--- src/rtl/imm_gen_stage.sv ---
// LEGv8 immediate-generation stage: decodes each instruction into a 64-bit
// immediate plus operand-select flag, behind a 2-entry valid/ready skid buffer.
module imm_gen_stage #(
  parameter int DATA_W  = 64,
  parameter int INSTR_W = 32
) (
  input  logic               clk,
  input  logic               rst_n,
  input  logic               in_valid,
  output logic               in_ready,
  input  logic [INSTR_W-1:0] instr,
  output logic               out_valid,
  input  logic               out_ready,
  output logic [DATA_W-1:0]  immed,
  output logic               flag,
  output logic               illegal
);

  // state | meaning
  // EMPTY | no word held, output invalid
  // ONE   | head register holds the oldest word
  // FULL  | head and skid both hold words, input stalled
  typedef enum logic [1:0] {EMPTY = 2'd0, ONE = 2'd1, FULL = 2'd2} state_t;

  state_t state, state_next;

  logic [DATA_W-1:0] dec_immed, head_immed, skid_immed;
  logic              dec_flag, head_flag, skid_flag;
  logic              dec_illegal, head_illegal, skid_illegal;
  logic              in_ready_q;
  logic              accept, pop;
  logic              load_head_new, load_head_skid, load_skid;

  // Encodings are disjoint; the if-chain order only guards against overlap.
  always_comb begin
    dec_immed   = '0;
    dec_flag    = 1'b0;
    dec_illegal = 1'b0;
    if (instr[31:26] == 6'b000101) begin
      dec_immed = {{(DATA_W-28){instr[25]}}, instr[25:0], 2'b00};
    end else if (instr[31:24] == 8'b10110100) begin
      dec_immed = {{(DATA_W-21){instr[23]}}, instr[23:5], 2'b00};
    end else if (instr[31:22] == 10'b1001000100 || instr[31:22] == 10'b1101000100) begin
      dec_immed = {{(DATA_W-12){1'b0}}, instr[21:10]};
      dec_flag  = 1'b1;
    end else if (instr[31:21] == 11'b11111000010 || instr[31:21] == 11'b11111000000) begin
      dec_immed = {{(DATA_W-9){instr[20]}}, instr[20:12]};
      dec_flag  = 1'b1;
    end else if (instr[31:21] == 11'b10001011000 || instr[31:21] == 11'b11001011000 ||
                 instr[31:21] == 11'b10001010000 || instr[31:21] == 11'b10101010000) begin
      dec_immed = '0;
    end else begin
      dec_illegal = 1'b1;
    end
  end

  always_ff @(posedge clk or negedge rst_n) begin
    if (!rst_n) state <= EMPTY;
    else        state <= state_next;
  end

  always_comb begin
    state_next = state;
    case (state)
      EMPTY: if (accept) state_next = ONE;
      ONE: begin
        if (accept && !pop)      state_next = FULL;
        else if (!accept && pop) state_next = EMPTY;
      end
      FULL:    if (pop) state_next = ONE;
      default: state_next = EMPTY;
    endcase
  end

  always_comb begin
    out_valid      = (state != EMPTY);
    accept         = in_valid && in_ready_q;
    pop            = out_valid && out_ready;
    load_head_new  = accept && ((state == EMPTY) || (state == ONE && pop));
    load_skid      = accept && (state == ONE) && !pop;
    load_head_skid = (state == FULL) && pop;
  end

  // Registered ready: low through reset, and never a function of out_ready.
  always_ff @(posedge clk or negedge rst_n) begin
    if (!rst_n) in_ready_q <= 1'b0;
    else        in_ready_q <= (state_next != FULL);
  end

  always_ff @(posedge clk or negedge rst_n) begin
    if (!rst_n) begin
      head_immed   <= '0;
      head_flag    <= 1'b0;
      head_illegal <= 1'b0;
      skid_immed   <= '0;
      skid_flag    <= 1'b0;
      skid_illegal <= 1'b0;
    end else begin
      if (load_head_new) begin
        head_immed   <= dec_immed;
        head_flag    <= dec_flag;
        head_illegal <= dec_illegal;
      end else if (load_head_skid) begin
        head_immed   <= skid_immed;
        head_flag    <= skid_flag;
        head_illegal <= skid_illegal;
      end
      if (load_skid) begin
        skid_immed   <= dec_immed;
        skid_flag    <= dec_flag;
        skid_illegal <= dec_illegal;
      end
    end
  end

  assign in_ready = in_ready_q;
  assign immed    = head_immed;
  assign flag     = head_flag;
  assign illegal  = head_illegal;

endmodule

--- config.mk ---
export PLATFORM = sky130hd
export DESIGN_NAME = imm_gen_stage
export DESIGN_NICKNAME = d
export VERILOG_FILES = /design/src/rtl/imm_gen_stage.sv
export SDC_FILE = /design/constraint.sdc
export NUM_CORES = 1
export LEC_CHECK = 0
export ABC_AREA = 0
export ABC_CLOCK_PERIOD_IN_PS = 1730
export CELL_PAD_IN_SITES_DETAIL_PLACEMENT = 1
export CELL_PAD_IN_SITES_GLOBAL_PLACEMENT = 2
export CORE_MARGIN = 2
export CORE_UTILIZATION = 28
export DETAILED_ROUTE_END_ITERATION = 7
export PLACE_DENSITY = 0.83
export SETUP_SLACK_MARGIN = 0.4
export SLEW_MARGIN = 30
export SYNTH_ARGS = -nofsm -noshare
export SYNTH_HDL_FRONTEND = slang
export SYNTH_SLANG_ARGS = --single-unit
export TNS_END_PERCENT = 50
--- constraint.sdc ---
create_clock -name clk -period 1.73 [get_ports clk]
set_input_delay 0.4325 -clock clk [delete_from_list [all_inputs] [get_ports clk]]
set_output_delay 0.4325 -clock clk [all_outputs]
set_load 0.01 [all_outputs]
==> results of run 1 <==
-- worst reg2reg max path: cells and delay by family (launching register included) --
kind,cells,cell delay [ns]
buffers and inverters,2,0.27
flip-flops,1,0.39
AND/OR/NAND/NOR,2,0.47
AO/OA/AOI/OAI,1,0.07
multiplexers,1,0.29
-- final cells by class --
class	count	area, µm²
timing repair buffer	206	2246
tap	172	215.2
multi-input combinational	269	2106
inverter	9	33.78
clock buffer	13	270.3
sequential	63	1577
clock inverter	3	40.04
fill	1389	6132
-- layer usage --
metal | vias to the layer above | global-route usage (%) | wire, µm
met2 | 156 | 37.97 | 8411
li1 | 1740 | - | -
met3 | 26 | 3.391 | 904
met1 | 1969 | 25.77 | 6422
met5 | - | 0 | 0
met4 | 0 | 7.982 | 297
-- kinds of logic after synthesis --
logic type	count (synthesis)	synth area share, %
DFF	63	43.43
AOI/OAI and AO/OA	118	20.75
xor gates and xnor gates	1	0.2413
and+or+nand+nor	137	20.54
muxes	12	3.378
buffers and inverters	72	11.65
-- power by group through the flow --
stage	Clock, µW	Sequential, µW	Combinational, µW
6_report	1910	2270	4660
5_1_grt	2000	2330	4970
4_1_cts	1910	2270	4270
3_5_place_dp	0	2290	3580
3_3_place_gp	0	2260	3480
2_1_floorplan	0	2430	1800
-- cell usage after synthesis, types with 4 or more instances --
| cell | instances |
|---|---|
| o211ai_1 | 7 |
| o21ai_1 | 4 |
| clkbuf_1 | 23 |
| nand2b_1 | 4 |
| a211oi_1 | 8 |
| nor2_1 | 19 |
| mux2i_1 | 10 |
| buf_4 | 36 |
| nand3_1 | 4 |
| o21ai_0 | 19 |
| a21oi_1 | 27 |
| and3_1 | 25 |
| inv_1 | 9 |
| nand2_1 | 53 |
| a22oi_1 | 28 |
| nor4_1 | 7 |
| a31oi_1 | 16 |
| dfrtp_1 | 63 |
-- path summary, 6_finish.rpt --
kind                                       startpoint                    endpoint
setup / recovery                            instr[25]  skid_immed[11]$_DFFE_PN0P_
hold / removal                                  rst_n   skid_immed[7]$_DFFE_PN0P_
setup reg to reg                   state[1]$_DFF_PN0_        immed[9]$_DFFE_PN0P_
hold reg to reg            skid_immed[26]$_DFFE_PN0P_  skid_immed[26]$_DFFE_PN0P_
max in group asynchronous                       rst_n       immed[25]$_DFFE_PN0P_
min in group clk           skid_immed[26]$_DFFE_PN0P_  skid_immed[26]$_DFFE_PN0P_
-- flip-flops by register name (all words and copies together) (netlist names) --
| register | flops |
|---|---|
| skid_flag | 1 |
| illegal | 1 |
| immed | 28 |
| skid_illegal | 1 |
| in_ready | 1 |
| state | 2 |
| flag | 1 |
| skid_immed | 28 |
-- stage by stage --
step                      area [µm²]  setup TNS [ns]
after CTS                       6023               0
after global placement          5135          -29.68
after floorplan                 3666          -1.420
final                           6487               0
after detailed placement        5135          -33.03
after global routing            6487               0
-- timing repair --
item	in CTS	in global routing
pin swaps	41	35
buffers inserted	14	4
resized for setup	332	70
setup endpoints to repair	131	131
cloned	7	9
-- placed cells by master, fill, tap and decap left out, drive strengths merged, types with 3 or more instances in the layout --
cell,count
a21oi,27
nand2,55
a31oi,16
mux2i,10
buf,144
nand2b,4
nor2,20
o21ai,23
clkdlybuf4s50,20
dfrtp,63
dlygate4sd2,34
inv,9
a211oi,8
nor4,8
clkbuf,21
a22oi,28
and3,25
nand3,4
o22ai,3
o211ai,7
==> metrics, run 1 <==
outcome finished, final reports clean; Peak VDD IR 0.5721 mV; placed insts just under 700; Seq pwr share roughly 26%; WS Path Type in -> reg; crit path max fanout 3; Slew Limit Fails 0; router iterations before antenna repair 4; crit end category flop; worst endpoint required time roughly 2.0 ns; critical path depth 6; Static Leak roughly 0.0029 µW; root buffer cell clkbuf_16; clock latency on the worst-skew pair ~0.34 ns; Final GP Congestion about 0.85; pre-CTS WS -0.6941 ns; first-pass GRT wire length between 20,000 and 25,000 µm; pwr dens 1363 nW/µm²; Top FF cell, synth dfrtp_1; f_max ~600 MHz; Distinct cells, synth 48; Die W 117.9 µm; wire per inst about 22 µm; final worst slack between 0.08 and 0.09 ns; final wirelength approximately 16,000 µm; Net Switching approximately 3000 µW; Avg Inst Size Synth roughly 9 µm²; largest net degree at the start of global routing 64; delay of the slowest critical-path stage about 0.57 ns; DRC 0; Setup violations, final 0; net count after synthesis approximately 440; vias in the first global route about 4,100; IO Port Bufs between 100 and 150; post-route ant nets 0; Slew headroom ~74%; GRT Total Usage a little over a fifth; Setup crit start kind input port; Vias about 3,900; final worst path period share a little over nine tenths; Ys Warns 0; RSZ-0062 raised after global routing true; Power, Total between 8000 and 9000 µW; Yosys top cell area share between 40 and 50%; largest cells by area after synthesis dfrtp_1 43%, buf_4 7.4%, a22oi_1 5.8%; clk sink count 63; Final Critical Period roughly 1.6 ns; cell-internal power ~5800 µW; crit path DAT 1.89 ns; die height ~120 µm; crit path cell chain buf_6, or4b_4, nor3_4, buf_4, a22oi_1, o21ai_1; Max Clock Skew approximately 0.0029 ns; leading area contributor after synthesis dfrtp_1; Critical-path top delay cell or4b_4; Cells after Synth 403; via-per-instance ratio 5.294; Clock power frac 21.6%; fin cells 735; I/O Pins approximately 100; Post-synth EDFFs 0; H-Tree Depth 3; Final Hold Fails 0; Nets approximately 590; DR iter-0 viols 130; Reg2Reg Depth 6; CTS tree done; ys async rst share 100.0%; Max Cap Violations 0; Hold Worst Slack between 0.1 and 0.15 ns; Final HPWL DP 9686 µm; slew at the pin closest to its max-slew limit 0.3905 ns; ant diodes 0; GR Overflow Total 0; clock-pin transition on the worst setup and hold timing paths around 0.05 ns; Seq/Total Area, Yosys a little over two fifths; Finished Core Util between 50% and 60%; CP top delay family simple AND/OR/NAND/NOR gates; core area 12,620 µm²; layout cells sized above 1 between 40% and 50%; Hold WC Path Type in -> async; Gate power share about 53%; # hold bufs at CTS 0; Initial Util 28.76%; Buf/Inv on CP 2; DIE AREA ~14,000 µm²; P&R area growth vs syn 78.73%; row count between 40 and 50; slack of the worst reg-to-reg path 0.15 ns; Sw Share 34.43%; CTS Buf Count 9; initial antenna violation count 0; Max Root-Sink Buffers 2; Synth Cell Area roughly 3600 µm²; post-synthesis register bit count 63
Power figures use the tool's default switching activity.
==> inputs of run 2 (changes only) <==
--- a/config.mk
+++ b/config.mk
@@ -13,7 +13,7 @@
 export CORE_UTILIZATION = 28
 export DETAILED_ROUTE_END_ITERATION = 7
 export PLACE_DENSITY = 0.83
-export SETUP_SLACK_MARGIN = 0.4
+export SETUP_SLACK_MARGIN = 0.02
 export SLEW_MARGIN = 30
 export SYNTH_ARGS = -nofsm -noshare
 export SYNTH_HDL_FRONTEND = slang
==> run 2 against run 1 <==
Die area stayed put. Largest power group unchanged. Global-route usage is 2.2 points lower. Routed wire length is 16% lower.
==> metrics, run 2 (synthesized netlist as in run 1, its figures left out) <==
f_max 590.2 MHz; worst endpoint required time 1.30 ns; Final Critical Period 1.694 ns; delay of the slowest critical-path stage 0.56 ns; crit end category primary output; Setup crit start immed[0]$_DFFE_PN0P_; slew at the pin closest to its max-slew limit roughly 0.36 ns; row count 41; Slew Limit Fails 0; # hold bufs at CTS 0; core area 12,620 µm²; Filler cells 1,478; die height ~120 µm; Nets around 560; RSZ-0062 raised after global routing false; final wirelength roughly 13,000 µm; via-per-instance ratio just over 5; Final HPWL DP roughly 9400 µm; fin cells about 700; Static Leak around 0.0026 µW; placed insts roughly 670; Max Root-Sink Buffers 2; post-route ant nets 0; Peak VDD IR 0.4841 mV; Buf/Inv on CP 1; Vias 3,616; first-pass GRT wire length 21,200 µm; Final Hold Fails 0; layout cells sized above 1 about a quarter; IO Port Bufs roughly 100; Worst R2R Start state[0]$_DFF_PN0_; Setup crit start kind flop; pwr dens between 1000 and 1500 nW/µm²; multi-input logic area between 1500 and 2000 µm²; crit path max fanout 2; clock-pin transition on the worst setup and hold timing paths around 0.060 ns; Power, Total ~7200 µW; Reg area 1577 µm²; Setup violations, final 0; Final GP Congestion about 0.88; root buffer cell clkbuf_16; Critical-path top delay cell clkdlybuf4s50_1; CTS Buf Count 9; CP top delay family buffers and inverters; GRT Total Usage 19.16%; pre-CTS WS -0.7614 ns; H-Tree Depth 3; largest net degree at the start of global routing 64; router iterations before antenna repair 4; initial antenna violation count 0; final worst path period share ~98%; WS Path Type reg -> out; Hold WC Path Type in -> async; GR Overflow Total 0; CTS tree done; Max Clock Skew 0.004421 ns; DR iter-0 viols 163; Slew headroom between 70% and 80%; final worst slack between 0.03 and 0.04 ns; crit path cell chain clkdlybuf4s50_1; ant diodes 0; clk sink count 63; Initial Util around 29%; I/O Pins about 100; P&R area growth vs syn 53.53%; Max Cap Violations 0; total negative slack 0 ns; DIE AREA 13,890 µm²; most common cell after layout, fill and taps aside dfrtp_1; crit path DAT about 1.3 ns; outcome finished, final reports clean; vias in the first global route approximately 4,000; DRC 0; most frequent cells in the layout 63 x dfrtp_1, 53 x buf_4, 52 x nand2_1; Die W between 100 and 150 µm; clock latency on the worst-skew pair around 0.33 ns; wire per inst between 15 and 20 µm
## run 2: report_power, final
| group | total [µW] | internal (µW) | switching (µW) |
|---|---|---|---|
| combinational | 3260 | 1660 | 1600 |
| clock | 1650 | 992 | 662 |
| sequential | 2260 | 1970 | 295 |
| total | 7170 | 4620 | 2560 |
## run 2: repair_timing
item | CTS | global route
resized for setup | 92 | 37
buffers inserted | 8 | 1
gates cloned | 1 | 1
setup endpoints to repair | 103 | 52
pin swaps | 20 | 14
## run 2: routing by layer
layer / part of all wire [%] / GRT usage [%]
met5: 0 / 0
met4: 2.7 / 7.003
met3: 5.5 / 3.634
met2: 50 / 32.74
met1: 42 / 24.03
## run 2: path summary, 6_finish.rpt
path                                               to  depth (start not counted)  slack [ns]
min                               illegal$_DFFE_PN0P_                          2        0.10
min reg2reg                skid_immed[23]$_DFFE_PN0P_                          2        0.48
min in group clk           skid_immed[23]$_DFFE_PN0P_                          2        0.48
max in group asynchronous  skid_immed[17]$_DFFE_PN0P_                          2        1.32
max                                          immed[0]                          1        0.04
max reg2reg                      immed[9]$_DFFE_PN0P_                          6        0.18
## run 2: stage by stage
step | util, % | hold WS [ns] | instance area, µm²
6_report | 44.16 | 0.1010 | 5573
3_3_place_gp | 39.71 | 0.4613 | 5011
3_5_place_dp | 39.71 | 0.4751 | 5011
5_1_grt | 44.16 | 0.1388 | 5573
4_1_cts | 43.40 | 0.1247 | 5477
2_1_floorplan | - | 0.1369 | 3630
## run 2: area by class of cell
class / instances / area share (%)
clock buffers: 11 / 4.356
well taps: 172 / 3.862
inverters: 9 / 0.6062
multi-input cells: 268 / 33.16
repair buffers: 172 / 29.32
clock inverters: 4 / 0.4041
flip-flops and latches: 63 / 28.29
